==> src/rtl/fir_coeff_programmer_pkg.sv <==
// Shared types and defaults for the FIR coefficient write-side programmer.
package fir_coeff_programmer_pkg;

  localparam int DEF_NUM_COEFF  = 4;
  localparam int DEF_SIZE       = 8;
  localparam int DEF_COEFF_BITS = 5;

  typedef enum logic [1:0] {
    ST_IDLE  = 2'd0,
    ST_WRITE = 2'd1,
    ST_FIN   = 2'd2
  } prog_state_e;

endpackage

==> src/rtl/fir_coeff_programmer_sat.sv <==
// Clamps a SIZE-bit coefficient to COEFF_BITS unsigned bits, zero-extended
// back to SIZE; ovf flags any set bit above the payload. Combinational.
module fir_coeff_programmer_sat #(
  parameter int SIZE       = 8,
  parameter int COEFF_BITS = 5
) (
  input  logic [SIZE-1:0] coeff_in,
  output logic [SIZE-1:0] coeff_out,
  output logic            ovf
);

  generate
    if (COEFF_BITS < SIZE) begin : g_clamp
      always_comb begin
        ovf       = |coeff_in[SIZE-1:COEFF_BITS];
        coeff_out = '0;
        coeff_out[COEFF_BITS-1:0] = ovf ? {COEFF_BITS{1'b1}} : coeff_in[COEFF_BITS-1:0];
      end
    end else begin : g_pass
      always_comb begin
        ovf       = 1'b0;
        coeff_out = coeff_in;
      end
    end
  endgenerate

endmodule

==> src/rtl/fir_coeff_programmer.sv <==
// Captures a packed coefficient set on valid/ready, then writes it into the
// coefficient register file one index per cycle (sel 0 first), pulsing done.
module fir_coeff_programmer
  import fir_coeff_programmer_pkg::*;
#(
  parameter int  NUM_COEFF  = DEF_NUM_COEFF,
  parameter int  SIZE       = DEF_SIZE,
  parameter int  COEFF_BITS = DEF_COEFF_BITS,
  localparam int SEL_W      = $clog2(NUM_COEFF)
) (
  input  logic                      clk,
  input  logic                      rst,
  input  logic                      load_valid,
  output logic                      load_ready,
  input  logic [NUM_COEFF*SIZE-1:0] coeffs_in,
  input  logic                      abort,
  output logic [SIZE-1:0]           wr_coeff,
  output logic [SEL_W-1:0]          wr_sel,
  output logic                      wr_en,
  output logic                      busy,
  output logic                      done,
  output logic                      aborted,
  output logic                      sat_err
);

  localparam logic [SEL_W-1:0] LAST_IDX = SEL_W'(NUM_COEFF - 1);

  prog_state_e               state_q, state_d;
  logic [SEL_W-1:0]          idx_q, idx_d;
  logic [NUM_COEFF*SIZE-1:0] hold_q, hold_d;
  logic                      load_ready_q, load_ready_d;
  logic                      wr_en_q, wr_en_d;
  logic [SEL_W-1:0]          wr_sel_q, wr_sel_d;
  logic [SIZE-1:0]           wr_coeff_q, wr_coeff_d;
  logic                      busy_q, busy_d;
  logic                      done_q, done_d;
  logic                      aborted_q, aborted_d;
  logic                      sat_err_q, sat_err_d;

  logic                      accept;
  logic [SEL_W-1:0]          nxt_idx;
  logic [SIZE-1:0]           sat_in, sat_out;
  logic                      sat_ovf;

  assign accept  = (state_q == ST_IDLE) && load_valid && load_ready_q;
  assign nxt_idx = accept ? '0 : idx_q + 1'b1;
  // The first word comes straight from the input; the hold register is loaded at the same edge.
  assign sat_in  = accept ? coeffs_in[SIZE-1:0] : hold_q[int'(nxt_idx)*SIZE +: SIZE];

  fir_coeff_programmer_sat #(
    .SIZE       (SIZE),
    .COEFF_BITS (COEFF_BITS)
  ) u_sat (
    .coeff_in  (sat_in),
    .coeff_out (sat_out),
    .ovf       (sat_ovf)
  );

  always_comb begin
    state_d      = state_q;
    idx_d        = idx_q;
    hold_d       = hold_q;
    load_ready_d = 1'b0;
    wr_en_d      = 1'b0;
    wr_sel_d     = '0;
    wr_coeff_d   = '0;
    busy_d       = 1'b0;
    done_d       = 1'b0;
    aborted_d    = 1'b0;
    sat_err_d    = sat_err_q;
    case (state_q)
      ST_IDLE: begin
        load_ready_d = 1'b1;
        if (accept) begin
          state_d      = ST_WRITE;
          idx_d        = '0;
          hold_d       = coeffs_in;
          load_ready_d = 1'b0;
          busy_d       = 1'b1;
          wr_en_d      = 1'b1;
          wr_sel_d     = nxt_idx;
          wr_coeff_d   = sat_out;
          sat_err_d    = sat_ovf;
        end
      end
      ST_WRITE: begin
        // idx_q is the write on the bus now; abort suppresses the one after it.
        if (abort) begin
          state_d      = ST_IDLE;
          aborted_d    = 1'b1;
          load_ready_d = 1'b1;
        end else if (idx_q == LAST_IDX) begin
          state_d = ST_FIN;
          done_d  = 1'b1;
          busy_d  = 1'b1;
        end else begin
          idx_d      = nxt_idx;
          busy_d     = 1'b1;
          wr_en_d    = 1'b1;
          wr_sel_d   = nxt_idx;
          wr_coeff_d = sat_out;
          sat_err_d  = sat_err_q | sat_ovf;
        end
      end
      ST_FIN: begin
        state_d      = ST_IDLE;
        load_ready_d = 1'b1;
      end
      default: begin
        state_d      = ST_IDLE;
        load_ready_d = 1'b1;
      end
    endcase
  end

  always_ff @(posedge clk) begin
    if (rst) begin
      state_q      <= ST_IDLE;
      idx_q        <= '0;
      hold_q       <= '0;
      load_ready_q <= 1'b1;
      wr_en_q      <= 1'b0;
      wr_sel_q     <= '0;
      wr_coeff_q   <= '0;
      busy_q       <= 1'b0;
      done_q       <= 1'b0;
      aborted_q    <= 1'b0;
      sat_err_q    <= 1'b0;
    end else begin
      state_q      <= state_d;
      idx_q        <= idx_d;
      hold_q       <= hold_d;
      load_ready_q <= load_ready_d;
      wr_en_q      <= wr_en_d;
      wr_sel_q     <= wr_sel_d;
      wr_coeff_q   <= wr_coeff_d;
      busy_q       <= busy_d;
      done_q       <= done_d;
      aborted_q    <= aborted_d;
      sat_err_q    <= sat_err_d;
    end
  end

  assign load_ready = load_ready_q;
  assign wr_en      = wr_en_q;
  assign wr_sel     = wr_sel_q;
  assign wr_coeff   = wr_coeff_q;
  assign busy       = busy_q;
  assign done       = done_q;
  assign aborted    = aborted_q;
  assign sat_err    = sat_err_q;

endmodule
==> config.mk <==
export PLATFORM = sky130hd
export DESIGN_NAME = fir_coeff_programmer
export DESIGN_NICKNAME = d
export VERILOG_FILES = /design/src/rtl/fir_coeff_programmer_pkg.sv /design/src/rtl/fir_coeff_programmer_sat.sv /design/src/rtl/fir_coeff_programmer.sv
export SDC_FILE = /design/constraint.sdc
export NUM_CORES = 1
export LEC_CHECK = 0
export BUFFER_PORTS_ARGS = -buffer_cell sky130_fd_sc_hd__buf_2
export CAP_MARGIN = 5
export CORE_UTILIZATION = 54
export CTS_BUF_LIST = sky130_fd_sc_hd__clkbuf_4 sky130_fd_sc_hd__clkbuf_8
export DETAILED_ROUTE_END_ITERATION = 8
export GPL_TIMING_DRIVEN = 0
export PLACE_DENSITY = 0.79
export SLEW_MARGIN = 20
export SYNTH_ARGS = -nofsm -noshare
export SYNTH_HDL_FRONTEND = slang
export SYNTH_HIERARCHICAL = 1
export SYNTH_SLANG_ARGS = --single-unit
==> constraint.sdc <==
create_clock -name clk -period 2.4 [get_ports clk]
set_clock_uncertainty 0.05 [all_clocks]
set_input_delay 0.12 -clock clk [delete_from_list [all_inputs] [get_ports clk]]
set_output_delay 0.12 -clock clk [all_outputs]
set_load 0.05 [all_outputs]
======== Word-level counts from Yosys, hierarchy flattened ========
Cells that the tools add are included.
storage, ports and cells
  word-level logic and storage cells ...... 64
  output and inout bits ................... 16
  register bits ........................... 52
  bits of input ports ..................... 36
operators by class
  eq/ne operators ......................... 6
  reduce and logical (&&, ||, !) cells .... 10
  muxes and demuxes ....................... 33
  shifts and indexed selects .............. 1
  add/subtract/negate cells ............... 1
  bitwise logic cells ..................... 2
operator list
  operator                                       count
  variable part select 32 x 6 -> 8 bit           1
  2-to-1 mux 2 bit                               10
  2-to-1 mux 5 bit                               4
  case mux 2 bit (2 select lines)                3
  2-to-1 mux 1 bit                               10
  case mux 5 bit (2 select lines)                1
  2-to-1 mux 8 bit                               1
  case mux 1 bit (2 select lines)                4
  inequality test 2 bit, second input constant   3
  OR reduction 3 bit                             2
  AND reduction 2 bit                            2
  AND reduction 4 bit                            1
  inequality test 3 bit, second input constant   1
  adder 2 x 1 -> 2 bit, second input constant    1
  == test 2 x 1 -> 1 bit, second input constant  1
  == test 2 bit, second input constant           1
  logical AND 1 bit                              2
  logical NOT 2 bit                              1
  nonzero test 2 bit                             1
  OR reduction 2 bit                             1
  inverter 1 bit                                 1
  OR 1 bit                                       1

======== Longest topological paths before layout ========
Gate-level depths: netlist of run 1.
  depth in word-level cells ............... 11
  gate-level depth with buffers ........... 7
  depth with buffers taken out ............ 6

======== Cells and area by module ========
The synthesis of run 1 kept the hierarchy.
by module, submodules not included
  module                    times used  area each (um^2)  seq. area each (um^2)  cells each
  fir_coeff_programmer      1           1994.4            1041.0                 221
  fir_coeff_programmer_sat  1           71.3              0.0                    10

======== Least setup slack after synthesis of run 1 ========
Ideal clock, no wire load.
  path type ............................... register to register
  from .................................... reg idx_q[0]
  to ...................................... reg wr_coeff_q[0], in the netlist wr_coeff[0]
  clock period less this slack ............ 2142 ps
  stages on the path, launching flop included .. 8
  setup slack ............................. 258 ps
  arrival time ............................ 1977 ps
  setup time .............................. 115 ps
  buffers on the path ..................... 1
  data required time ...................... 2235 ps
  cell sequence ........................... dfxtp_1 ha_1 buf_2 mux4_2 nand2_1 nand2_1 or4_1 and2_1
between the ends
  elaborated cells on any way between the ends .. 11
  those cells by class .................... add/sub: 1; eq/ne: 1; shift: 1; mux: 7; reduce/logical: 1
RTL lines
  item                                    line                            RTL
  from (decl)                             fir_coeff_programmer.sv:29      logic [SEL_W-1:0] idx_q, idx_d;
  from (signal assigned)                  fir_coeff_programmer.sv:131     idx_q <= idx_d;
  adder 2 x 1 -> 2 bit *                  fir_coeff_programmer.sv:46      assign nxt_idx = accept ? '0 : idx_q + 1'b1;
  2-to-1 mux 2 bit *                      fir_coeff_programmer.sv:46
  variable part select 32 x 6 -> 8 bit *  fir_coeff_programmer.sv:48      assign sat_in = accept ? coeffs_in[SIZE-1:0] : hold_q[int'(nxt_idx)*SIZE +: SIZE];
  2-to-1 mux 8 bit *                      fir_coeff_programmer.sv:48
  via sat_in[0]                           fir_coeff_programmer.sv:42      logic [SIZE-1:0] sat_in, sat_out;
  2-to-1 mux 5 bit *                      fir_coeff_programmer_sat.sv:17  coeff_out[COEFF_BITS-1:0] = ovf ? {COEFF_BITS{1'b1}} : coeff_in[COEFF_BITS-1:0];
  via sat_out[0]                          fir_coeff_programmer.sv:42
  2-to-1 mux 5 bit                        fir_coeff_programmer.sv:92      end else if (idx_q == LAST_IDX) begin
  2-to-1 mux 5 bit                        fir_coeff_programmer.sv:88      if (abort) begin
  case mux 5 bit (2 select lines) *       fir_coeff_programmer.sv:71      case (state_q)
  to (signal assigned)                    fir_coeff_programmer.sv:136     wr_coeff_q <= wr_coeff_d;
  to (decl)                               fir_coeff_programmer.sv:34      logic [SIZE-1:0] wr_coeff_q, wr_coeff_d;
The timed path passes the listed nets; every way through them passes the cells marked *.
A chain may end at the register's enable or synchronous reset.

======== Final worst setup path of run 1 ========
  from .................................... reg idx_q[0]
  to ...................................... reg sat_err_q, in the netlist sat_err
between the ends
  longest elaborated chain between the ends .. 9
  elaborated cells on any way between the ends .. 13
  those cells by class .................... add/sub: 1; eq/ne: 2; shift: 1; mux: 6; bitwise: 1; reduce/logical: 2
ends and longest elaborated chain
  item                                    line                            RTL
  adder 2 x 1 -> 2 bit *                  fir_coeff_programmer.sv:46
  2-to-1 mux 2 bit *                      fir_coeff_programmer.sv:46
  variable part select 32 x 6 -> 8 bit *  fir_coeff_programmer.sv:48
  2-to-1 mux 8 bit *                      fir_coeff_programmer.sv:48
  via sat_in[6]                           fir_coeff_programmer.sv:42
  OR reduction 3 bit *                    fir_coeff_programmer_sat.sv:15  ovf = |coeff_in[SIZE-1:COEFF_BITS];
  via sat_ovf                             fir_coeff_programmer.sv:43      logic sat_ovf;
  OR 1 bit                                fir_coeff_programmer.sv:102     sat_err_d = sat_err_q | sat_ovf;
  2-to-1 mux 1 bit                        fir_coeff_programmer.sv:92
  2-to-1 mux 1 bit                        fir_coeff_programmer.sv:88
  case mux 1 bit (2 select lines) *       fir_coeff_programmer.sv:71
  to (signal assigned)                    fir_coeff_programmer.sv:140     sat_err_q <= sat_err_d;
  to (decl)                               fir_coeff_programmer.sv:38      logic sat_err_q, sat_err_d;
The timed path passes the listed nets; every way through them passes the cells marked *. The select of a mux whose other input is x is not followed.

==> results of run 1 <==
-- cells in the mapped netlist --
master | n | area [um2]
nor2_1 | 2 | 7.510
a31o_1 | 1 | 8.760
nor4bb_1 | 1 | 10.01
nand2_1 | 83 | 311.6
or3b_4 | 1 | 11.26
a21oi_1 | 32 | 160.2
conb_1 | 1 | 3.750
o21bai_1 | 1 | 7.510
o22ai_1 | 1 | 6.260
nor3b_1 | 1 | 7.510
or3_2 | 1 | 7.510
mux4_2 | 8 | 180.2
and2_1 | 8 | 50.05
inv_1 | 2 | 7.510
o21ai_1 | 1 | 5.000
and3_1 | 5 | 31.28
a21boi_4 | 1 | 18.77
nor2b_1 | 1 | 6.260
buf_4 | 6 | 45.04
clkbuf_1 | 5 | 18.77
or4_1 | 5 | 37.54
a21boi_0 | 1 | 7.510
nand3b_1 | 1 | 7.510
buf_2 | 7 | 35.03
nand4bb_1 | 1 | 11.26
a21oi_2 | 1 | 8.760
dfxtp_1 | 52 | 1041
ha_1 | 1 | 12.51
-- kinds of logic after synthesis --
| group | after synthesis |
|---|---|
| flops | 52 |
| simple gates | 110 |
| other cells | 1 |
| compound gates | 39 |
| buf+inv | 20 |
| mux | 8 |
| fa+ha+maj | 1 |
-- worst min-delay path: stages --
cell and delay [ps]:
buf_2 90, nand2_1 40, a21oi_1 50
-- area by class of cell --
class	instances	area, um2	share of cell area [%]
plain buffers	18	101.3	3.785
multi-input cells	161	925.9	34.58
flip-flops and latches	52	1041	38.88
well taps	48	60.06	2.243
inverters	2	7.507	0.2804
clock buffers	5	68.82	2.570
clock inverters	3	42.54	1.589
repair buffers	68	430.4	16.07
-- sequential cells by signal, summed over array words and instances (netlist names) --
name        flops
wr_sel          2
load_ready      1
done            1
busy            1
state_q         2
hold_q         32
wr_coeff        8
idx_q           2
aborted         1
sat_err         1
wr_en           1
-- through the flow --
| stage | area (um2) | total power [mW] | hold WS [ps] | util (%) | worst slack [ps] |
|---|---|---|---|---|---|
| 4_1_cts | 2675 | 1.893 | 0.3224 | 73.07 | 76.61 |
| 2_1_floorplan | 2073 | 1.199 | 206.0 | - | 258.2 |
| 3_5_place_dp | 2384 | 1.293 | 316.3 | 65.11 | 101.5 |
| 5_1_grt | 2678 | 1.967 | 7.908 | 73.14 | 26.00 |
| 6_report | 2678 | 1.885 | -0.9406 | 73.14 | 156.3 |
| 3_3_place_gp | 2384 | 1.286 | 310.9 | 65.11 | 129.1 |
-- power by group through the flow --
| stage | clock (mW) | sequential, mW | combinational (mW) |
|---|---|---|---|
| global placement | 0 | 0.964 | 0.322 |
| floorplan | 0 | 1.02 | 0.175 |
| CTS | 0.596 | 0.947 | 0.350 |
| detailed placement | 0 | 0.966 | 0.327 |
| global route | 0.628 | 0.952 | 0.386 |
| finish | 0.586 | 0.947 | 0.352 |
-- metal layers --
layer	share of wire, %	up-vias	wire length (um)
met4	1.7	0	75
met2	47	59	2126
met5	0	-	0
li1	-	919	-
met3	6.0	9	271
met1	45	817	2029
-- worst min path at each step --
stage / end / startpoint
6_report: hold_q[13]$_SDFFE_PP0P_ / coeffs_in[13]
5_1_grt: hold_q[27]$_SDFFE_PP0P_ / coeffs_in[27]
4_1_cts: hold_q[23]$_SDFFE_PP0P_ / coeffs_in[23]
3_5_place_dp: hold_q[25]$_SDFFE_PP0P_ / coeffs_in[25]
3_3_place_gp: hold_q[21]$_SDFFE_PP0P_ / coeffs_in[21]
2_1_floorplan: hold_q[10]$_SDFFE_PP0P_ / coeffs_in[10]
-- timing repair --
action | CTS | global route
hold buffers | 18 | 0
gates resized for setup | 0 | 1
setup endpoints to repair | 0 | 2
hold endpoints to repair | 18 | 0
==> metrics, run 1 <==
Buf/Inv on CP 1; CTS root buf clkbuf_8; part of the Yosys area used for sequential elements 50.39%; drt total wl 4503 um; Crit path max-delay family simple AND/OR/NAND/NOR gates; first-pass GRT wire length 7334 um; Cell Int Power 1.374 mW; Yosys reg bits 52; crit-path most repeated cell nand2_1; WHS -0.9406 ps; CP max stage delay 530 ps; Worst setup EP type flop; Final Setup Violations 0; Crit. Startpoint idx_q[0]$_SDFFE_PP0P_; RSZ-0062 raised after global routing no; HP Class primary input to flop; Avg Vias per Cell 5.053; initial DRC count 113; largest net degree at the start of global routing 17; DP HPWL 3142 um; Placer Congestion 0.8574; Fillers 282; crit-path cells buf_2, mux4_2, nand2_1, nand2_1, or3_2, a31o_1; Placed Instances 331; Final min period 2244 ps; worst vdd ir 0.0004543 V; PwrDens 704.0 mW/mm2; crit path kind flop to flop; Synth Area in Compound Gates 10.78%; Die H 63.85 um; FF-to-FF setup slack 160 ps; Max clock buf depth 2; Post-Route Setup TNS 0 ps; n_diodes 0; sw frac 27.13%; fin crit share 93.49%; H-tree depth 2; Worst EP required 2560 ps; failing checks hold timing; largest family of logic cells by synthesized area simple AND/OR/NAND/NOR gates; Top Usage Layer GRT met2; met3 usage 4.464%; Gate Count Post-Synth 231; Synth Area in Simple Gates 24.17%; Synth Area in XOR/XNOR 0%; via count 1804; adder-cell area share of the yosys netlist 0.6057%; Post-CTS Setup Inserts 0; initial antenna violation count 0; total gr overflow 0; met1 GRT Util 31.85%; port bufs 50; Slowest cell on crit path mux4_2; combinational power share 18.7%; critical path startpoint category flop; met2 GRT Util 38.16%; Warnings, synthesis 6; Num CTS Buffers 5; vias in the first global route 1638; CTS sink count 52; P&R area growth vs syn 29.62%; hold path depth 3; commonest non-fill, non-tap cell in the layout nand2_1; max-cap violation count 0; Critical Path AT 2400 ps; Final Max Slew Viols 0; Syn Area/Cell 8.943 um2; final hold violation count 1; share of cells above drive strength 1 26.86%; most frequent cells in the layout nand2_1, buf_2, dfxtp_1; Final #Nets 345; ANT nets after route 0; Max Fclk 0.4457 GHz; CORE AREA 0.003661 mm2; # rows 22; clock network power share 31.1%; Levels on crit path 6; TritonCTS clock tree done; boundary pin count 52; outcome finished with violations; Setup crit end sat_err$_SDFFE_PP0P_; Worst-Skew Late Latency 310 ps; Reg-to-Reg Start idx_q[0]$_SDFFE_PP0P_; drt first pass iters 4; WL/cell 12.61 um; mux share of post-synthesis cell area 8.722%; width of the die 63.85 um; share of power burned in registers 50.2%; DRC errors left 0; clock-pin slew on the worst setup and hold paths 90 ps; Starting Density 56.43%; Leak 1.207 nW; Sw Pwr 0.5113 mW; final std cells w/o fill 357; Synth cell types 28; r2r worst-path depth 6; Critical R2R Capture sat_err$_SDFFE_PP0P_; CP Max Fanout 10; synthesized area 0.002066 mm2; die area 0.004077 mm2; GRT Util Overall 24.12%
Power figures use the tool's default switching activity.
==> run 2: changes to the inputs <==
- CORE_UTILIZATION: 54 -> 49
- PLACE_DENSITY: 0.79 -> 0.75
- clock period: 2.4 -> 1.9 ns (I/O delays scaled with it)
==> metrics, run 2 (synthesized netlist as in run 1, its figures left out) <==
final worst slack -216.3 ps (-372.6 ps); Avg Vias per Cell 4.949 (-2.1%); share of cells above drive strength 1 29.47% (+2.6 points); Placer Congestion 0.8238 (-3.9%); PwrDens 858.8 mW/mm2 (+22%); Top Usage Layer GRT met2; H-tree depth 2 (unchanged); die area 0.004480 mm2 (+9.9%); Fillers 309 (+9.6%); CTS root buf clkbuf_8; Post-Route Setup TNS -1118 ps (-1118 ps); GRT Util Overall 23.84% (-0.28 points); max-cap violation count 0 (unchanged); initial antenna violation count 0 (unchanged); outcome finished with violations; P&R area growth vs syn 37.43%; RSZ-0062 raised after global routing yes; CORE AREA 0.004029 mm2 (+10%); CP Max Fanout 4 (-6); Leak 1.260 nW (+4.4%); initial DRC count 90 (-20%); fin crit share 111.4% (+18 points); met2 GRT Util 37.12% (-1.0 points); Final min period 2116 ps (-127.4 ps); drt first pass iters 4 (unchanged); hold path depth 3 (unchanged); Final Max Slew Viols 0 (unchanged); Final Setup Violations 6 (+6); register bank with the most flops hold_q; Max Fclk 0.4725 GHz (+6.0%); width of the die 66.93 um (+4.8%); DRC errors left 0 (unchanged); Die H 66.93 um (+4.8%); Tot Pwr 2.438 mW (+29%); largest net degree at the start of global routing 17 (unchanged); met1 GRT Util 31.70% (-0.15 points); r2r worst-path depth 7 (+1); Final #Nets 355 (+2.9%); n_diodes 0 (unchanged); TritonCTS clock tree done; Starting Density 51.27% (-5.2 points); DP Area 0.002419 mm2 (+1.5%); crit path kind flop to flop; clock-pin slew on the worst setup and hold paths 100 ps (about the same); Num CTS Buffers 5 (unchanged); Worst EP required 2050 ps (-510 ps); CTS sink count 52 (unchanged); boundary pin count 52 (unchanged); met3 usage 5.651% (+1.2 points); final instance area 0.002839 mm2 (+6.0%); # rows 23 (+4.5%); via count 1826 (+1.2%); HP Class primary input to flop; Critical Path AT 2270 ps (-130 ps); commonest non-fill, non-tap cell in the layout nand2_1; Max clock buf depth 2 (unchanged); worst vdd ir 0.0004911 V (+8.1%); total gr overflow 0 (unchanged); max FFs per register 32 (unchanged); final hold violation count 0 (-1); pre-CTS WS -228.8 ps (-330.2 ps); drt total wl 4667 um (+3.6%); port bufs 50 (unchanged); critical path startpoint category flop; most frequent cells in the layout nand2_1, buf_2, dfxtp_1; Worst-Skew Late Latency 310 ps (about the same); WL/cell 12.65 um (+0.27%); Worst setup EP type flop; failing checks setup timing; DP HPWL 3134 um (-0.25%); ANT nets after route 0 (unchanged); first-pass GRT wire length 7714 um (+5.2%); vias in the first global route 1674 (+2.2%)
run 2: cell types whose count changed in the layout (fill, tap and decap cells not counted), moves of 2 or more:
cell and delta:
buf_6 +3, dfxtp_1 -2, dlygate4sd3_1 +7, nand2_1 -3
nand2_2 +2
run 2: what timing repair did:
action                                 in CTS  in global routing
gates resized for setup                     6                  3
buffers inserted                            4                  0
hold buffers                               25                  0
endpoints found under the hold margin      25                  0
setup endpoints to repair                   6                  6
pin swaps                                  11                  3
run 2: worst max-delay path, cell delays in order (launching register included):
cell	delay (ps)
dfxtp_4	370
ha_4	310
buf_12	120
mux4_2	480
nand2_1	70
nand2_1	70
or4_1	400
and2_1	150
run 2: where the power goes:
group	internal (mW)	leakage [nW]	total, mW	switching (mW)
Clock	0.390	0.0541	0.753	0.364
Combinational	0.218	0.779	0.489	0.271
Sequential	1.16	0.427	1.20	0.0351
run 2: metal layers:
metal / vias to the layer above / share of wire [%]
met1: 819 / 46
met3: 12 / 5.6
li1: 936 / -
met4: 0 / 2.4
met5: - / 0
met2: 59 / 46
run 2: stage by stage:
stage | util [%] | cells | hold slack, ps
2_1_floorplan | - | 233 | 181.0
3_3_place_gp | 60.03 | 333 | 285.7
3_5_place_dp | 60.03 | 333 | 289.6
4_1_cts | 70.22 | 369 | 3.814
5_1_grt | 70.47 | 369 | 10.37
6_report | 70.47 | 369 | 9.640
run 2: cell type report:
cell class | instances | area (um2) | area share (%)
well taps | 50 | 62.56 | 2.204
clock buffers | 5 | 68.82 | 2.424
clock inverters | 3 | 42.54 | 1.498
flip-flops and latches | 52 | 1046 | 36.84
repair buffers | 79 | 550.5 | 19.39
inverters | 2 | 7.507 | 0.2644
multi-input cells | 161 | 960.9 | 33.85
plain buffers | 17 | 100.1 | 3.526
run 2: path summary, 6_finish.rpt:
check,startpoint,endpoint,slack [ps]
max,idx_q[0]$_SDFFE_PP0P_,wr_coeff[3]$_SDFF_PP0_,-220
min,coeffs_in[1],hold_q[1]$_SDFFE_PP0P_,10
max reg2reg,idx_q[0]$_SDFFE_PP0P_,wr_coeff[3]$_SDFF_PP0_,-220
min reg2reg,hold_q[0]$_SDFFE_PP0P_,hold_q[0]$_SDFFE_PP0P_,410
==> run 3: changes to the inputs <==
- CORE_ASPECT_RATIO: not set -> 0.7
==> metrics, run 3 (synthesized netlist as in run 1, its figures left out) <==
outcome finished with violations; failing checks setup timing; crit path kind flop to flop; register bank with the most flops hold_q; Placed Instances 335 (+0.60%); Crit. Startpoint idx_q[0]$_SDFFE_PP0P_; die area 0.004484 mm2 (about the same); CORE AREA 0.003970 mm2 (-1.5%); # rows 19 (-17%); Final Max Slew Viols 0 (unchanged); clock-pin slew on the worst setup and hold paths 90 ps (about the same); Critical R2R Capture wr_coeff[3]$_SDFF_PP0_; fin crit share 109.5% (-1.9 points); DP HPWL 3358 um (+7.1%); TritonCTS clock tree done; Critical Path AT 2230 ps (-40 ps); FF-to-FF setup slack -180 ps (+40 ps); final instance area 0.002770 mm2 (-2.4%); Worst slew margin 65.95%; Max clock buf depth 2 (unchanged); Leak 1.237 nW (-1.8%); port bufs 50 (unchanged); WL/cell 13.72 um (+8.5%); share of cells above drive strength 1 28.48% (-0.99 points); via count 1858 (+1.8%); P&R area growth vs syn 34.10%; Reg-to-Reg Start idx_q[0]$_SDFFE_PP0P_; PwrDens 834.4 mW/mm2 (-2.8%); most frequent cells in the layout nand2_1, buf_2, dfxtp_1; Fillers 318 (+2.9%); H-tree depth 2 (unchanged); Setup crit end wr_coeff[3]$_SDFF_PP0_; worst vdd ir 0.0004934 V (+0.47%); ANT nets after route 0 (unchanged); n_diodes 0 (unchanged); RSZ-0062 raised after global routing yes; DRC errors left 0 (unchanged); boundary pin count 52 (unchanged); pre-CTS WS -217.0 ps (+11.74 ps); initial antenna violation count 0 (unchanged); Starting Density 52.03% (+0.76 points); first-pass GRT wire length 8093 um (+4.9%); Final min period 2081 ps (-35.40 ps); Placer Congestion 0.8255 (+0.21%); Final #Nets 352 (-0.85%); Final Setup Violations 6 (unchanged); final core occ 69.78% (-0.69 points); total gr overflow 0 (unchanged); Avg Vias per Cell 5.049 (+2.0%); drt total wl 5049 um (+8.2%); initial DRC count 124 (+38%); Num CTS Buffers 5 (unchanged); r2r worst-path depth 7 (unchanged); Worst EP required 2050 ps (about the same); max-cap violation count 0 (unchanged); Post-Route Setup TNS -965.7 ps (+151.8 ps); CTS root buf clkbuf_8; GRT Util Overall 24.52% (+0.68 points); final worst slack -180.9 ps (+35.40 ps); Slew @ Worst Pin 510.8 ps; HP Class primary input to flop; final hold violation count 0 (unchanged); Max Fclk 0.4806 GHz (+1.7%); Die H 56.33 um (-16%); commonest non-fill, non-tap cell in the layout nand2_1; width of the die 79.61 um (+19%); vias in the first global route 1673 (-0.060%); max FFs per register 32 (unchanged); WHS 8.882 ps (-0.7577 ps); CTS sink count 52 (unchanged); Worst-Skew Late Latency 300 ps (about the same); largest net degree at the start of global routing 16 (-1); critical path startpoint category flop; Worst setup EP type flop; drt first pass iters 4 (unchanged); final std cells w/o fill 368 (-0.27%); DP Area 0.002421 mm2 (+0.10%); CP Max Fanout 4 (unchanged); Tot Pwr 2.311 mW (-5.2%)
[run 3: worst min path at each step]
stage / startpoint / endpoint / slack, ps / cells after the start
floorplan: coeffs_in[10] / hold_q[10]$_SDFFE_PP0P_ / 180 / 2
finish: coeffs_in[15] / hold_q[15]$_SDFFE_PP0P_ / 9 / 3
detailed placement: coeffs_in[19] / hold_q[19]$_SDFFE_PP0P_ / 290 / 3
global route: coeffs_in[15] / hold_q[15]$_SDFFE_PP0P_ / 8 / 3
global placement: coeffs_in[28] / hold_q[28]$_SDFFE_PP0P_ / 290 / 3
CTS: coeffs_in[15] / hold_q[15]$_SDFFE_PP0P_ / 5 / 3
[run 3: final cells by class]
type	instances	area [um2]	area share, %
multi-input combinational	161	943.4	34.06
sequential	52	1046	37.76
tap	52	65.06	2.349
inverter	2	7.507	0.2710
timing repair buffer	76	515.5	18.61
clock inverter	2	10.01	0.3613
clock buffer	6	82.58	2.981
buffer	17	100.1	3.613
[run 3: timing repair]
action,4_1_cts,5_1_grt
gates cloned,0,0
gates resized for setup,3,0
endpoints found under the setup margin,6,6
hold endpoints to repair,22,1
buffers inserted,3,0
hold buffers,22,1
pin swaps,7,0
[run 3: where the power goes]
group / internal [mW] / switching, mW
clock network: 0.291 / 0.349
logic: 0.201 / 0.275
registers: 1.16 / 0.0348
total: 1.65 / 0.658
[run 3: layer usage]
metal  vias up  wire length [um]  global-route usage, %
li1        934                 -                      -
met4         0                63                  8.052
met1       845              2275                  33.75
met5         -                 0                      0
met3         7               431                  7.154
met2        72              2278                  36.87
[run 3: critical path, stage by stage (launching register included)]
cell and delay, ps:
dfxtp_4 370, ha_4 300, buf_12 120, mux4_2 480
nand2_1 70, nand2_1 60, or4_1 400, and2_1 150
